### src/rtl/ram_stream_pkg.sv
// ram_stream_pkg: shared state encoding and buffer depth for the RAM stream reader
package ram_stream_pkg;
  typedef enum logic [1:0] {IDLE, READ, DRAIN} state_t;
  localparam int BUF_DEPTH = 2;
endpackage

### src/rtl/stream_buf2.sv
// stream_buf2: 2-entry registered valid/ready buffer (head is a register, no ready-to-data path)
// Ports: push/din write an entry; pop removes the head (caller gates with valid);
// occ = entries held; valid = occ!=0; head = oldest entry.
module stream_buf2
  import ram_stream_pkg::*;
#(
  parameter int W = 8
) (
  input  logic                               clk,
  input  logic                               rst,
  input  logic                               push,
  input  logic [W-1:0]                       din,
  input  logic                               pop,
  output logic [$clog2(BUF_DEPTH+1)-1:0]     occ,
  output logic                               valid,
  output logic [W-1:0]                       head
);
  logic [W-1:0] tail;
  assign valid = occ != '0;
  always_ff @(posedge clk or posedge rst)
    if (rst) begin
      occ  <= '0;
      head <= '0;
      tail <= '0;
    end else begin
      occ <= occ + $bits(occ)'(push) - $bits(occ)'(pop);
      if (pop && occ == $bits(occ)'(2))
        head <= tail;
      else if (push && (occ == '0 || pop))
        head <= din;
      if (push && (pop ? occ == $bits(occ)'(2) : occ == $bits(occ)'(1)))
        tail <= din;
    end
endmodule

### src/rtl/ram_stream_reader.sv
// ram_stream_reader: walks COUNT RAM addresses from a base (wrapping at DEPTH) and streams the words out
// Ports: start/start_addr/count launch a transfer (ignored while busy); busy, done (1-cycle pulse);
// raddr/read_data connect to the RAM read port (1-cycle latency); out_data/out_valid/out_ready stream.
// Build option RAM_STREAM_LAST_EN adds out_last, high with the final word of each transfer.
module ram_stream_reader
  import ram_stream_pkg::*;
#(
  parameter int SIZE = 8,
  parameter int DEPTH = 8,
  localparam int AW = $clog2(DEPTH),
  localparam int CW = $clog2(DEPTH + 1)
) (
  input  logic            clk,
  input  logic            rst,
  input  logic            start,
  input  logic [AW-1:0]   start_addr,
  input  logic [CW-1:0]   count,
  output logic            busy,
  output logic            done,
  output logic [AW-1:0]   raddr,
  input  logic [SIZE-1:0] read_data,
  output logic [SIZE-1:0] out_data,
`ifdef RAM_STREAM_LAST_EN
  output logic            out_last,
`endif
  output logic            out_valid,
  input  logic            out_ready
);
`ifdef RAM_STREAM_LAST_EN
  localparam int BW = SIZE + 1;
`else
  localparam int BW = SIZE;
`endif
  state_t state, state_n;
  logic [AW-1:0] addr_q;
  logic [CW-1:0] remaining;
  logic pend, pend_last, pop, issue, last_issue, final_pop, launch;
  logic [1:0] occ;
  logic [BW-1:0] din, head;
  assign raddr = addr_q;
  assign pop = out_valid && out_ready;
  assign launch = state == IDLE && start && count != '0;
  // Issue only if the word still fits once in-flight and departing words are accounted for.
  assign issue = state == READ && remaining != '0 &&
                 ({1'b0, occ} + 3'(pend)) < (3'(BUF_DEPTH) + 3'(pop));
  assign last_issue = issue && remaining == CW'(1);
  assign final_pop = state == DRAIN && pop && occ == 2'd1 && !pend;
  always_comb begin
    state_n = launch ? READ : last_issue ? DRAIN : final_pop ? IDLE : state;
    busy = state != IDLE;
  end
  always_ff @(posedge clk or posedge rst)
    if (rst) state <= IDLE;
    else     state <= state_n;
  always_ff @(posedge clk or posedge rst)
    if (rst) begin
      addr_q    <= '0;
      remaining <= '0;
      pend      <= 1'b0;
      pend_last <= 1'b0;
      done      <= 1'b0;
    end else begin
      done      <= (state == IDLE && start && count == '0) || final_pop;
      pend      <= issue;
      pend_last <= last_issue;
      if (launch) begin
        addr_q    <= start_addr;
        remaining <= count;
      end else if (issue) begin
        addr_q    <= (addr_q == AW'(DEPTH - 1)) ? '0 : addr_q + AW'(1);
        remaining <= remaining - CW'(1);
      end
    end
`ifdef RAM_STREAM_LAST_EN
  assign din = {pend_last, read_data};
  assign out_last = head[SIZE];
`else
  assign din = read_data;
`endif
  assign out_data = head[SIZE-1:0];
  stream_buf2 #(.W(BW)) u_buf (
    .clk   (clk),
    .rst   (rst),
    .push  (pend),
    .din   (din),
    .pop   (pop),
    .occ   (occ),
    .valid (out_valid),
    .head  (head)
  );
endmodule

### config.mk
export PLATFORM = sky130hd
export DESIGN_NAME = ram_stream_reader
export DESIGN_NICKNAME = d
export VERILOG_FILES = /design/src/rtl/ram_stream_pkg.sv /design/src/rtl/stream_buf2.sv /design/src/rtl/ram_stream_reader.sv
export SDC_FILE = /design/constraint.sdc
export NUM_CORES = 1
export LEC_CHECK = 0
export CORE_MARGIN = 2
export CORE_UTILIZATION = 39
export CTS_BUF_LIST = sky130_fd_sc_hd__clkbuf_16
export CTS_CLUSTER_SIZE = 14
export DETAILED_ROUTE_END_ITERATION = 7
export PLACE_DENSITY_LB_ADDON = 0.25
export SLEW_MARGIN = 0
export SYNTH_ARGS = -nofsm -noshare
export SYNTH_HDL_FRONTEND = slang
export SYNTH_SLANG_ARGS = --single-unit
### constraint.sdc
create_clock -name clk -period 2.8 [get_ports clk]
set_input_delay 0.56 -clock clk [delete_from_list [all_inputs] [get_ports clk]]
set_output_delay 0.56 -clock clk [all_outputs]
set_load 0.01 [all_outputs]
* Word level (Yosys, flattened, before mapping) *
Index checks and enable logic that the tools add are counted.

cells by class
  mux-type cells = 11
  eq/ne operators = 6
  reduce and logical (&&, ||, !) cells = 26
  add/subtract/negate cells = 6
  magnitude comparators = 1

operator list
  kind                                                                   count
  8-bit 2-to-1 mux                                                       2
  1-bit logical AND                                                      13
  3-bit 2-to-1 mux                                                       3
  4-bit 2-to-1 mux                                                       2
  2-bit nonzero test                                                     4
  4-bit nonzero test                                                     2
  2-bit 2-to-1 mux                                                       3
  2-bit by 1-bit equality test with 1-bit output, second input constant  2
  2-bit equality test, second input constant                             2
  4-bit by 1-bit equality test with 1-bit output, second input constant  1
  2-bit logical NOT                                                      2
  4-bit logical NOT                                                      1
  4-bit by 1-bit subtractor with 4-bit output, second input constant     1
  2-bit by 1-bit adder with 3-bit output                                 1
  2-bit by 1-bit adder with 3-bit output, first input constant           1
  3-bit by 1-bit adder with 3-bit output, second input constant          1
  3-bit equality test, second input constant                             1
  3-bit < comparator                                                     1
  3-bit nonzero test                                                     1
  2-bit by 1-bit adder with 2-bit output                                 1
  1-bit logical OR                                                       2
  2-bit by 1-bit subtractor with 2-bit output                            1
  1-bit logical NOT                                                      1
  1-bit 2-to-1 mux                                                       1

storage, ports and cells
  bits of input ports = 19
  register bits after elaboration = 29
  word-level logic and storage cells = 58
  output and inout port bits = 14

* Logic depth before layout (Yosys ltp) *
Gate-level depths: netlist of run 1.

  word-level depth = 8
  gate-level depth with buffers = 7
  gate-level depth less buffers = 7

* Cells and area by module *
A second synthesis of run 1 with hierarchy kept.

second synthesis, totals
  cells, all modules = 121
  area total of the unflattened synthesis = 1540.2 um^2

modules (own cells, without submodules)
  module             times used  sequential area each (um^2)  area each (um^2)  cells an instance
  stream_buf2        1           450.4                        869.6             57
  ram_stream_reader  1           275.3                        670.6             64

* Worst setup path after synthesis of run 1 *
No wires, ideal clock.

  kind = register to register
  from = reg pend
  to = reg addr_q[0] (netlist: raddr[0])
  clock period less this slack = 1.820 ns
  arrival time = 1.690 ns
  setup slack = 0.980 ns
  stages on the path, launching flop included = 8
  path buffers = 1
  setup time = 0.131 ns
  data required time = 2.669 ns
  cell sequence = dfrtp_1 -> ha_1 -> ha_1 -> nor3b_1 -> a21boi_2 -> and2_1 -> clkbuf_2 -> o211ai_1

on the way
  cells in the longest elaborated chain, start to end = 4

ends and longest elaborated chain
  what                                    line                     text
  start: declaration                      ram_stream_reader.sv:37  logic pend, pend_last, pop, issue, last_issue, final_pop, launch;
  start signal: assignment                ram_stream_reader.sv:64  pend <= issue;
  2-bit by 1-bit adder with 3-bit output  ram_stream_reader.sv:45  ({1'b0, occ} + 3'(pend)) < (3'(BUF_DEPTH) + 3'(pop));
  3-bit < comparator                      ram_stream_reader.sv:45
  1-bit logical AND                       ram_stream_reader.sv:44  assign issue = state == READ && remaining != '0 &&
  via issue                               ram_stream_reader.sv:37
  2-bit nonzero test (no line)            n/a
  end signal: assignment                  ram_stream_reader.sv:67  addr_q <= start_addr;
  end signal: assignment                  ram_stream_reader.sv:70  addr_q <= (addr_q == AW'(DEPTH - 1)) ? '0 : addr_q + AW'(1);
  end: declaration                        ram_stream_reader.sv:35  logic [AW-1:0] addr_q;

The timed path passes the listed nets, and every way through them passes these cells.
A chain may end at the register's enable or synchronous reset.

* Final worst setup path of run 1 *
  from = reg pend
  to = reg addr_q[1] (netlist: raddr[1])

on the way
  cells in the longest elaborated chain, start to end = 4

ends and longest elaborated chain
  what                                    line
  2-bit by 1-bit adder with 3-bit output  ram_stream_reader.sv:45
  3-bit < comparator                      ram_stream_reader.sv:45
  1-bit logical AND                       ram_stream_reader.sv:44
  2-bit nonzero test (no line)            n/a

Every way passes these cells.

==> run metrics, run 1 <==
area leader, netlist=dfrtp_1; max frequency=482 MHz; die area=0.00431 mm2; Final setup violation count=0; Worst path most repeated cell=ha_1; register bit total from synthesis=29; most common cell after layout, fill and taps aside=clkdlybuf4s50_1; All-Layer GR Usage=0.153; global route overflow=0; Slowest-stage cell, CP=dfrtp_1; Die Wd=65.7 um; Resized cells post-CTS=0; synthesized area=0.00148 mm2; Clk network pwr share=0.215; Setup TNS=0 ps; Worst Setup Start Kind=register; CTS root buf=clkbuf_16; Syn Nets=165; final period demand of the worst path=2080 ps; Placed Instances=217; Clock Sinks=29; routed wl met3=191 um; area grow syn2layout=34.7%; Async S/R FF share, synth=1.00; Top Ports=33; Core ar.=0.00366 mm2; Int Pwr=1.48 mW; Synth area leaders=dfrtp_1 49%, ha_1 6.8%, mux2i_1 6.1%; drt first pass iters=4; Logic pwr share=0.445; Post-CTS Setup Bufs=0; initial core utilization=0.405; # H-tree levels=2; Final Slew Violations=0; DP Wirelength=2150 um; pin count of the biggest net entering global routing=30; Diodes inserted=0; Gate Count Post-Synth=138; Highest Signal Layer=met4; crit path buf inv count=0; P_sw=801 uW; crit-path max FO=9; Layout Skew=4.76 ps; share of cells above drive strength 1=0.130; Via density=5.19; average wire per standard cell=13.0 um; clock latency on the worst-skew pair=270 ps; Post-CTS Hold Fix Bufs=0; DIE HEIGHT=65.7 um; Worst VDD drop=370 uV; Hold Fails Final Rpt=0; vias in the first global route=1,125; sequential cell area fraction in the yosys report=0.489; switch share=0.351; Synth cell types=35; # DRC=0; critical path class=register to register; Most used DFF post-synth=dfrtp_1; via count=1,167; first-pass GRT wire length=5020 um; HP Class=register to register; Post-synth EDFFs=0; Critical Path, Cell by Cell=ha_1, ha_1, nor3b_1, a21boi_2, and2_1, o211ai_1; initial antenna violation count=0; Leakage=0.897 nW; CTS clock-pin slew for the worst setup and hold paths=50 ps; DRT met1 WL=1350 um; I/O Buffers=32; nets=203; sequential share of power=0.340; number of max-cap violations=0; syn avg cell area=10.7 um2; Synth warnings=0; WL final=2930 um; most frequent cells in the layout=32 x clkdlybuf4s50_1, 29 x dfrtp_1, 12 x nand2_1, 12 x nor2_1; RSZ-0062 raised after global routing=false; crit path DAT=2210 ps; status=completed; pwr dens=1140 mW/mm2; Crit path max-delay family=simple AND/OR/NAND/NOR gates; Met2 Routed Length=1360 um; CP Capture Type=register; CTS Buf Count=5; top cell type's share of synthesized area=0.489; post-route ant nets=0; initial DRC count=37; Slew headroom=0.724; routability cong.=0.835; fin crit share=0.742; worst-margin pin slew=413 ps; Largest stage delay, worst path=440 ps; CTS tree=yes; Layout Cells excl Fill=225; # rows=22; maximum root-to-sink buffer count=2; Req. time, crit path=2940 ps
## area by class of cell
| class | instances | area [um2] |
|---|---|---|
| Tap cell | 48 | 60.1 |
| Clock buffer | 5 | 125 |
| Timing Repair Buffer | 35 | 343 |
| Fill cell | 325 | 1660 |
| Sequential cell | 29 | 726 |
| Multi-Input combinational cell | 96 | 697 |
| Clock inverter | 3 | 12.5 |
| Inverter | 9 | 33.8 |
## routing by layer
| metal | vias up | track usage |
|---|---|---|
| met1 | 558 | 0.185 |
| met2 | 32 | 0.254 |
| met3 | 4 | 0.0582 |
| li1 | 573 | - |
| met5 | - | 0 |
| met4 | 0 | 0.0417 |
## power groups by stage
| stage | Clock [mW] | Sequential [mW] | Combinational (mW) |
|---|---|---|---|
| 2_1_floorplan | 0 | 0.790 | 0.656 |
| 3_3_place_gp | 0 | 0.771 | 0.985 |
| 3_5_place_dp | 0 | 0.784 | 1.02 |
| 4_1_cts | 0.501 | 0.778 | 1.03 |
| 5_1_grt | 0.529 | 0.808 | 1.14 |
| 6_report | 0.491 | 0.777 | 1.02 |
## sequential cells by signal (all words and copies together) (netlist names)
signal,flops
done,1
state,2
raddr,3
pend,1
u_buf.head,8
remaining,4
u_buf.occ,2
u_buf.tail,8
## cells by family (layout without fill, tap and decap cells)
| kind of cell | after synthesis | in the layout | synth area share |
|---|---|---|---|
| buffers and inverters | 13 | 52 | 0.0405 |
| muxes | 17 | 17 | 0.122 |
| xor gates and xnor gates | 2 | 2 | 0.0118 |
| DFF | 29 | 29 | 0.489 |
| and+or+nand+nor | 43 | 43 | 0.149 |
| adders and majority gates | 8 | 8 | 0.0675 |
| AOI/OAI and AO/OA | 26 | 26 | 0.120 |
## cell usage after synthesis (3+ instances only)
cell	n
nand3_1	3
mux2_2	8
o21ai_0	3
dfrtp_1	29
a21oi_1	8
nor2_1	12
nand3b_1	3
o211ai_1	3
mux2i_1	9
nor3b_1	3
inv_1	9
nand2_1	12
ha_1	8
## through the flow
| stage | hold WS, ps | util | power, mW | cell area (um2) | worst slack [ps] |
|---|---|---|---|---|---|
| detailed placement | 492 | 0.508 | 1.81 | 1860 | 570 |
| global placement | 485 | 0.508 | 1.76 | 1860 | 629 |
| finish | 501 | 0.545 | 2.28 | 2000 | 724 |
| CTS | 502 | 0.545 | 2.31 | 2000 | 712 |
| floorplan | 479 | - | 1.45 | 1480 | 980 |
| global route | 509 | 0.545 | 2.48 | 2000 | 543 |
## worst paths after layout
path / slack [ps] / start / cells past startpoint / end
min in group asynchronous: 660 / rst / 3 / raddr[1]
setup reg to reg: 720 / pend / 6 / raddr[1]
hold / removal: 500 / u_buf.tail[2] / 1 / u_buf.tail[2]
setup / recovery: 720 / pend / 6 / raddr[1]
hold reg to reg: 500 / u_buf.tail[2] / 1 / u_buf.tail[2]
max in group asynchronous: 1860 / rst / 3 / u_buf.head[3]
Note: power is estimated with default switching activity, not from simulation.
==> run 2: changes to the inputs <==
- clock period: 2.8 -> 1.86 ns (I/O delays scaled with it)
==> run metrics, run 2 (synthesized netlist as in run 1, its figures left out) <==
status=completed; nets=214; # rows=22; Slew headroom=0.751; pin count of the biggest net entering global routing=30; Via density=5.18; final period demand of the worst path=1790 ps; WL final=3260 um; pwr dens=1770 mW/mm2; maximum root-to-sink buffer count=2; first-pass GRT wire length=5500 um; HP Class=input pin to async pin; Hold Fails Final Rpt=0; Placed Instances=228; fin crit share=0.961; number of max-cap violations=0; CTS root buf=clkbuf_16; Hold WS=475 ps; CTS Buf Count=5; most common cell after layout, fill and taps aside=clkdlybuf4s50_1; Top Ports=33; DIE HEIGHT=65.7 um; # DRC=0; # H-tree levels=2; Layout Cells excl Fill=236; Clock Sinks=29; Diodes inserted=0; area grow syn2layout=41.7%; Final Slew Violations=0; Setup TNS=0 ps; Req. time, crit path=1490 ps; most frequent cells in the layout=31 x clkdlybuf4s50_1, 29 x dfrtp_1, 13 x buf_4; post-route ant nets=0; I/O Buffers=32; Core ar.=0.00366 mm2; Largest regs=u_buf.head (8), u_buf.tail (8), remaining (4); die area=0.00431 mm2; vias in the first global route=1,241; Die Wd=65.7 um; Leakage=0.959 nW; Fill cells=320; Power Total=3.71 mW; DP Area=0.00195 mm2; Worst Setup Start Kind=register; initial core utilization=0.405; initial antenna violation count=0; clock latency on the worst-skew pair=270 ps; All-Layer GR Usage=0.168; initial DRC count=29; via count=1,222; Post-CTS Hold Fix Bufs=0; Layout Skew=3.27 ps; CTS tree=yes; share of cells above drive strength 1=0.197; crit-path max FO=5; Worst VDD drop=794 uV; CP Capture Type=primary output; final instance area=0.00210 mm2; RSZ-0062 raised after global routing=true; average wire per standard cell=13.8 um; routability cong.=0.798; worst-margin pin slew=374 ps; crit path DAT=1420 ps; Final setup violation count=0; critical path class=register to primary output; max frequency=560 MHz; drt first pass iters=4; global route overflow=0; DP Wirelength=2360 um; CTS clock-pin slew for the worst setup and hold paths=50 ps
-- run 2: cell count changes in the layout (fill, tap and decap cells not counted) --
cell	delta
o21ai_1	+1
clkdlybuf4s50_1	-1
clkinv_2	+1
nor3b_1	-1
clkinv_1	-2
dlygate4sd2_1	+1
o21ai_0	-1
buf_12	+1
clkinvlp_4	+1
buf_4	+10
nor3b_2	+1
-- run 2: final timing paths --
kind	slack (ps)	to	from	cells past startpoint
setup / recovery	70	busy	state[1]	3
hold / removal	470	u_buf.head[6]	rst	3
setup reg to reg	90	remaining[0]	pend	7
hold reg to reg	500	u_buf.tail[6]	u_buf.tail[6]	1
max in group asynchronous	1110	remaining[0]	rst	3
min in group clk	500	u_buf.tail[6]	u_buf.tail[6]	1
-- run 2: layer usage --
metal  vias to the layer above  global-route usage  routed length (um)
met5                         -                   0                   0
met2                        31               0.308                1740
met4                         0              0.0807                  53
met1                       596               0.179                1320
li1                        589                   -                   -
met3                         6              0.0377                 156
-- run 2: area by class of cell --
type / count / area, um2 / area share
inverter: 9 / 33.8 / 0.0161
multi-input combinational: 96 / 702 / 0.334
sequential: 29 / 726 / 0.345
tap: 48 / 60.1 / 0.0286
timing repair buffer: 46 / 437 / 0.208
clock inverter: 3 / 17.5 / 0.00834
clock buffer: 5 / 125 / 0.0596
-- run 2: repair_timing --
item,in CTS,in global routing
endpoints found under the setup margin,2,2
pin swaps,1,1
gates resized for setup,2,1
gates cloned,0,0
buffers inserted,0,0
endpoints found under the hold margin,0,0
-- run 2: where the power goes --
group / leakage, nW / switching (mW) / internal (mW)
Sequential: 0.338 / 0.210 / 0.946
Combinational: 0.552 / 0.820 / 0.981
Clock: 0.0696 / 0.265 / 0.488
Total: 0.959 / 1.30 / 2.42
-- run 2: worst max-delay path, stage by stage, from the launching register on --
cell	delay, ps
dfrtp_1	440
nor2_1	180
inv_1	50
clkdlybuf4s50_1	470
-- run 2: metrics by stage --
step / setup WS [ps] / utilization
after floorplan: 39.5 / -
after global placement: -110 / 0.534
after detailed placement: -206 / 0.534
after CTS: 22.9 / 0.574
after global routing: -44.7 / 0.574
final: 72.8 / 0.574
==> patch 1 (settings of run 1) <==
Add a define of `RAM_STREAM_LAST_EN`.
--- a/src/rtl/ram_stream_reader.sv
+++ b/src/rtl/ram_stream_reader.sv
@@ -3,4 +3,6 @@
 // raddr/read_data connect to the RAM read port (1-cycle latency); out_data/out_valid/out_ready stream.
 // Build option RAM_STREAM_LAST_EN adds out_last, high with the final word of each transfer.
+`define RAM_STREAM_LAST_EN
+
 module ram_stream_reader
   import ram_stream_pkg::*;
Behaviour (old outputs only; new: out_last): unchanged (equiv_simple and equiv_induct, registers matched by name and starting in step).
==> patch 1 against run 1 <==
  * Synthesized area is 7.7% higher
  * Sequential share of layout area is 1.1 points higher
  * Wire length grew 5.7%
  * Setup slack lost 0.081 ns
  * Largest cell class unchanged
  * Synthesized cell count up 5.1%
  * Largest power group unchanged
  * Highest routed layer unchanged
  * Sequential cell count rose by 3
  * Critical endpoint unchanged
  * Total power grew 10%
  * Cell area grew 7.1%
==> patch 1: results (changes against run 1) <==
Status: complete, no violations (unchanged)
Delay-heaviest family, CP: simple AND/OR/NAND/NOR gates (unchanged)
Tmin final: 2.16 ns (was 2.08 ns)
Switching power total: 0.859 mW (was 0.801 mW)
Area contributors post-synth: dfrtp_1 (50%), mux2_2 (6.3%), ha_1 (6.3%) (was dfrtp_1 (49%), ha_1 (6.8%), mux2i_1 (6.1%))
Syn Nets: 172 (was 165)
Final WL: 3100 um (was 2930 um)
Post-CTS setup buffers: 0 (unchanged)
Port Buf Inserts: 33 (was 32)
Largest net degree at the start of global routing: 33 (was 30)
DP HPWL: 2230 um (was 2150 um)
Seq/Total Area, Yosys: 50.2% (was 48.9%)
Leakage power total: 0.982 nW (was 0.897 nW)
Placed instance area: 1980 um2 (was 1860 um2)
Worst slack, placed: 0.574 ns (was 0.570 ns)
Setup slack, reg-to-reg: 0.64 ns (was 0.72 ns)
Global-route wire length before repair: 5300 um (was 5020 um)
Arrival time at the worst endpoint: 2.30 ns (was 2.21 ns)
Worst-margin pin slew: 0.688 ns (was 0.413 ns)
Total track usage: 15.6% (was 15.3%)
Iteration-0 DRC Markers: 43 (was 37)
Via Count: 1,199 (was 1,167)
Worst vdd ir: 0.582 mV (was 0.370 mV)
Gp weighted congestion: 0.806 (was 0.835)
Share of cells above drive strength 1: 15.2% (was 13.0%)
Largest registers: u_buf.head: 9 flops, u_buf.tail: 9 flops, remaining: 4 flops (was u_buf.head: 8 flops, u_buf.tail: 8 flops, remaining: 4 flops)
Clock transition at path regs: 0.05 ns (about the same)
Commonest cells post-synth: dfrtp_1 (32), nor2_1 (13), a21oi_1 (10), inv_1 (10), mux2i_1 (10) (was dfrtp_1 (29), nand2_1 (12), nor2_1 (12))
Worst Clk Skew: 0.00749 ns (was 0.00476 ns)
Nets: 210 (was 203)
Cell variety after synth: 40 (was 35)
Num CTS Buffers: 5 (unchanged)
==> patch 1: final cells by class <==
class                      count  area, um2
clock buffer                   5        125
clock inverter                 3       37.5
fill                         352       1830
inverter                      10       37.5
multi-input combinational     99        731
sequential                    32        801
tap                           50       62.6
timing repair buffer          35        345
==> patch 1: stage by stage <==
stage,hold WS (ns),cells
floorplan,0.479,145
global placement,0.485,226
detailed placement,0.493,226
CTS,0.505,234
global route,0.522,234
finish,0.503,234
==> patch 1: kinds of logic after synthesis <==
logic type | count (synthesis) | synth area share [%]
simple gates | 43 | 14.2
mux | 19 | 12.6
flops | 32 | 50.2
compound gates | 27 | 11.6
fa+ha+maj | 8 | 6.27
buf+inv | 14 | 4.08
xor+xnor | 2 | 1.10
==> patch 1: path summary, 6_finish.rpt <==
path | startpoint | to | cells after the start
setup / recovery | pend | raddr[1] | 6
hold / removal | u_buf.tail[5] | u_buf.tail[5] | 1
setup reg to reg | pend | raddr[1] | 6
hold reg to reg | u_buf.tail[5] | u_buf.tail[5] | 1
max in group asynchronous | rst | u_buf.tail[1] | 3
min in group asynchronous | rst | raddr[0] | 3
==> patch 1: routing by layer <==
| metal | wire [um] | up-vias | part of all wire, % | global-route usage [%] |
|---|---|---|---|---|
| met2 | 1590 | 25 | 51 | 26.8 |
| met1 | 1310 | 584 | 42 | 18.0 |
| met5 | 0 | - | 0 | 0 |
| li1 | - | 587 | - | - |
| met4 | 39 | 0 | 1.3 | 6.00 |
| met3 | 160 | 3 | 5.2 | 4.77 |
==> patch 1: power by group through the flow <==
| stage | Clock [mW] | Combinational [mW] | Sequential [mW] |
|---|---|---|---|
| after floorplan | 0 | 0.696 | 0.852 |
| after global placement | 0 | 1.04 | 0.828 |
| after detailed placement | 0 | 1.10 | 0.840 |
| after CTS | 0.608 | 1.10 | 0.834 |
| after global routing | 0.632 | 1.23 | 0.865 |
| final | 0.595 | 1.08 | 0.835 |
==> patch 1: worst reg2reg max path: stages, from the launching register on <==
cell and delay [ns]:
dfrtp_1 0.45, ha_1 0.24, ha_1 0.19, nor3b_1 0.26
a21boi_2 0.41, and2_1 0.34, o211ai_1 0.14
==> patch 2 (config.mk and constraints of run 1) <==
Made on the original files. Reset style: synchronous (`rst`), changed in 3 clocked blocks.
--- a/src/rtl/stream_buf2.sv
+++ b/src/rtl/stream_buf2.sv
@@ -18,5 +18,5 @@
   logic [W-1:0] tail;
   assign valid = occ != '0;
-  always_ff @(posedge clk or posedge rst)
+  always_ff @(posedge clk)
     if (rst) begin
       occ  <= '0;
--- a/src/rtl/ram_stream_reader.sv
+++ b/src/rtl/ram_stream_reader.sv
@@ -50,8 +50,8 @@
     busy = state != IDLE;
   end
-  always_ff @(posedge clk or posedge rst)
+  always_ff @(posedge clk)
     if (rst) state <= IDLE;
     else     state <= state_n;
-  always_ff @(posedge clk or posedge rst)
+  always_ff @(posedge clk)
     if (rst) begin
       addr_q    <= '0;
Check against the original RTL: differs if rst is asserted again (counterexample within 4 cycles, from zero or initial values and one cycle with rst high); with rst held inactive, the same outputs for 10 cycles.
==> patch 2 against run 1 <==
  * Total power down 31%
  * Sequential power decreased by 30%
  * Sequential cell count unchanged
  * Synthesized area decreased by 1.2%
  * Fmax down 6.5%
  * Wire length rose by 5.1%
  * Cell area is 0.69% lower
  * Largest power group is now registers
  * Setup slack lost 0.14 ns
==> patch 2: results (changes against run 1) <==
Status: complete, no violations (unchanged)
Wire length on met2: 1420 um (was 1360 um)
Synth top area share: 39.6% (was 48.9%)
Worst hold stages: 2 (was 1)
Worst slack, placed: 0.310 ns (was 0.570 ns)
Cell Int Power: 1.09 mW (was 1.48 mW)
Worst Path Max Fanout: 12 (was 9)
Setup slack, reg-to-reg: 0.75 ns (was 0.72 ns)
Worst Clk Skew: 0.00360 ns (was 0.00476 ns)
Worst-margin pin slew: 0.576 ns (was 0.413 ns)
Area contributors post-synth: dfxtp_1 (40%), mux2i_1 (12%), nor2_1 (6.9%) (was dfrtp_1 (49%), ha_1 (6.8%), mux2i_1 (6.1%))
Metal-1 WL: 1420 um (was 1350 um)
PostCTS Resize Cnt: 0 (unchanged)
Largest net degree at the start of global routing: 19 (was 30)
Reg2reg end: raddr[0] (was raddr[1])
Nets: 222 (was 203)
Leakage power total: 0.875 nW (was 0.897 nW)
CP startpoint: count[1] (was pend)
Synth async-reset ratio: 0% (was 100%)
Gp weighted congestion: 0.801 (was 0.835)
Seq group: 0.547 mW (was 0.777 mW)
Arrival time at the worst endpoint: 2.37 ns (was 2.21 ns)
Critical Path End: remaining[0] (was raddr[1])
PwrDens: 791 nW/um2 (was 1140 nW/um2)
Biggest cell delay along the critical path: 0.54 ns (was 0.44 ns)
Via Count: 1,284 (was 1,167)
Met1 Usage GRT: 19.1% (was 18.5%)
Seq/Total Area, Yosys: 39.6% (was 48.9%)
Total track usage: 16.2% (was 15.3%)
Share of cells above drive strength 1: 10.2% (was 13.0%)
Hold EP: u_buf.tail[3] (was u_buf.tail[2])
DP HPWL: 2250 um (was 2150 um)
P_comb: 0.526 mW (was 1.02 mW)
Commonest cells post-synth: dfxtp_1 (29), nor2_1 (27), mux2i_1 (17) (was dfrtp_1 (29), nand2_1 (12), nor2_1 (12))
WL met3: 209 um (was 191 um)
Cell variety after synth: 37 (was 35)
Routed wire per std cell: 12.6 um (was 13.0 um)
Vias in the first global route: 1,235 (was 1,125)
# fillers: 335 (was 325)
GRT met3 Usage: 4.79% (was 5.82%)
Placed instance area: 1840 um2 (was 1860 um2)
patch 2: cell type report:
type                            count  area share (%)
Clock buffer                        5            6.31
Clock inverter                      3           0.694
Inverter                            7            1.32
Multi-Input combinational cell    116            41.7
Sequential cell                    29            29.3
Tap cell                           48            3.03
Timing Repair Buffer               36            17.7
patch 2: logic make-up after synthesis:
group / after synthesis / share of synthesized area [%]
AO/OA/AOI/OAI: 30 / 15.4
XOR/XNOR: 2 / 1.20
adder cells (fa/ha/maj): 8 / 6.83
buffers and inverters: 14 / 3.93
flip-flops: 29 / 39.6
multiplexers: 17 / 11.6
AND/OR/NAND/NOR: 59 / 21.4
patch 2: metrics by stage:
| step | std cells | total power, mW | hold slack [ns] |
|---|---|---|---|
| 4_1_cts | 244 | 1.58 | 0.498 |
| 2_1_floorplan | 159 | 0.867 | 0.463 |
| 6_report | 244 | 1.57 | 0.491 |
| 3_5_place_dp | 236 | 1.08 | 0.487 |
| 5_1_grt | 244 | 1.67 | 0.520 |
| 3_3_place_gp | 236 | 1.06 | 0.476 |
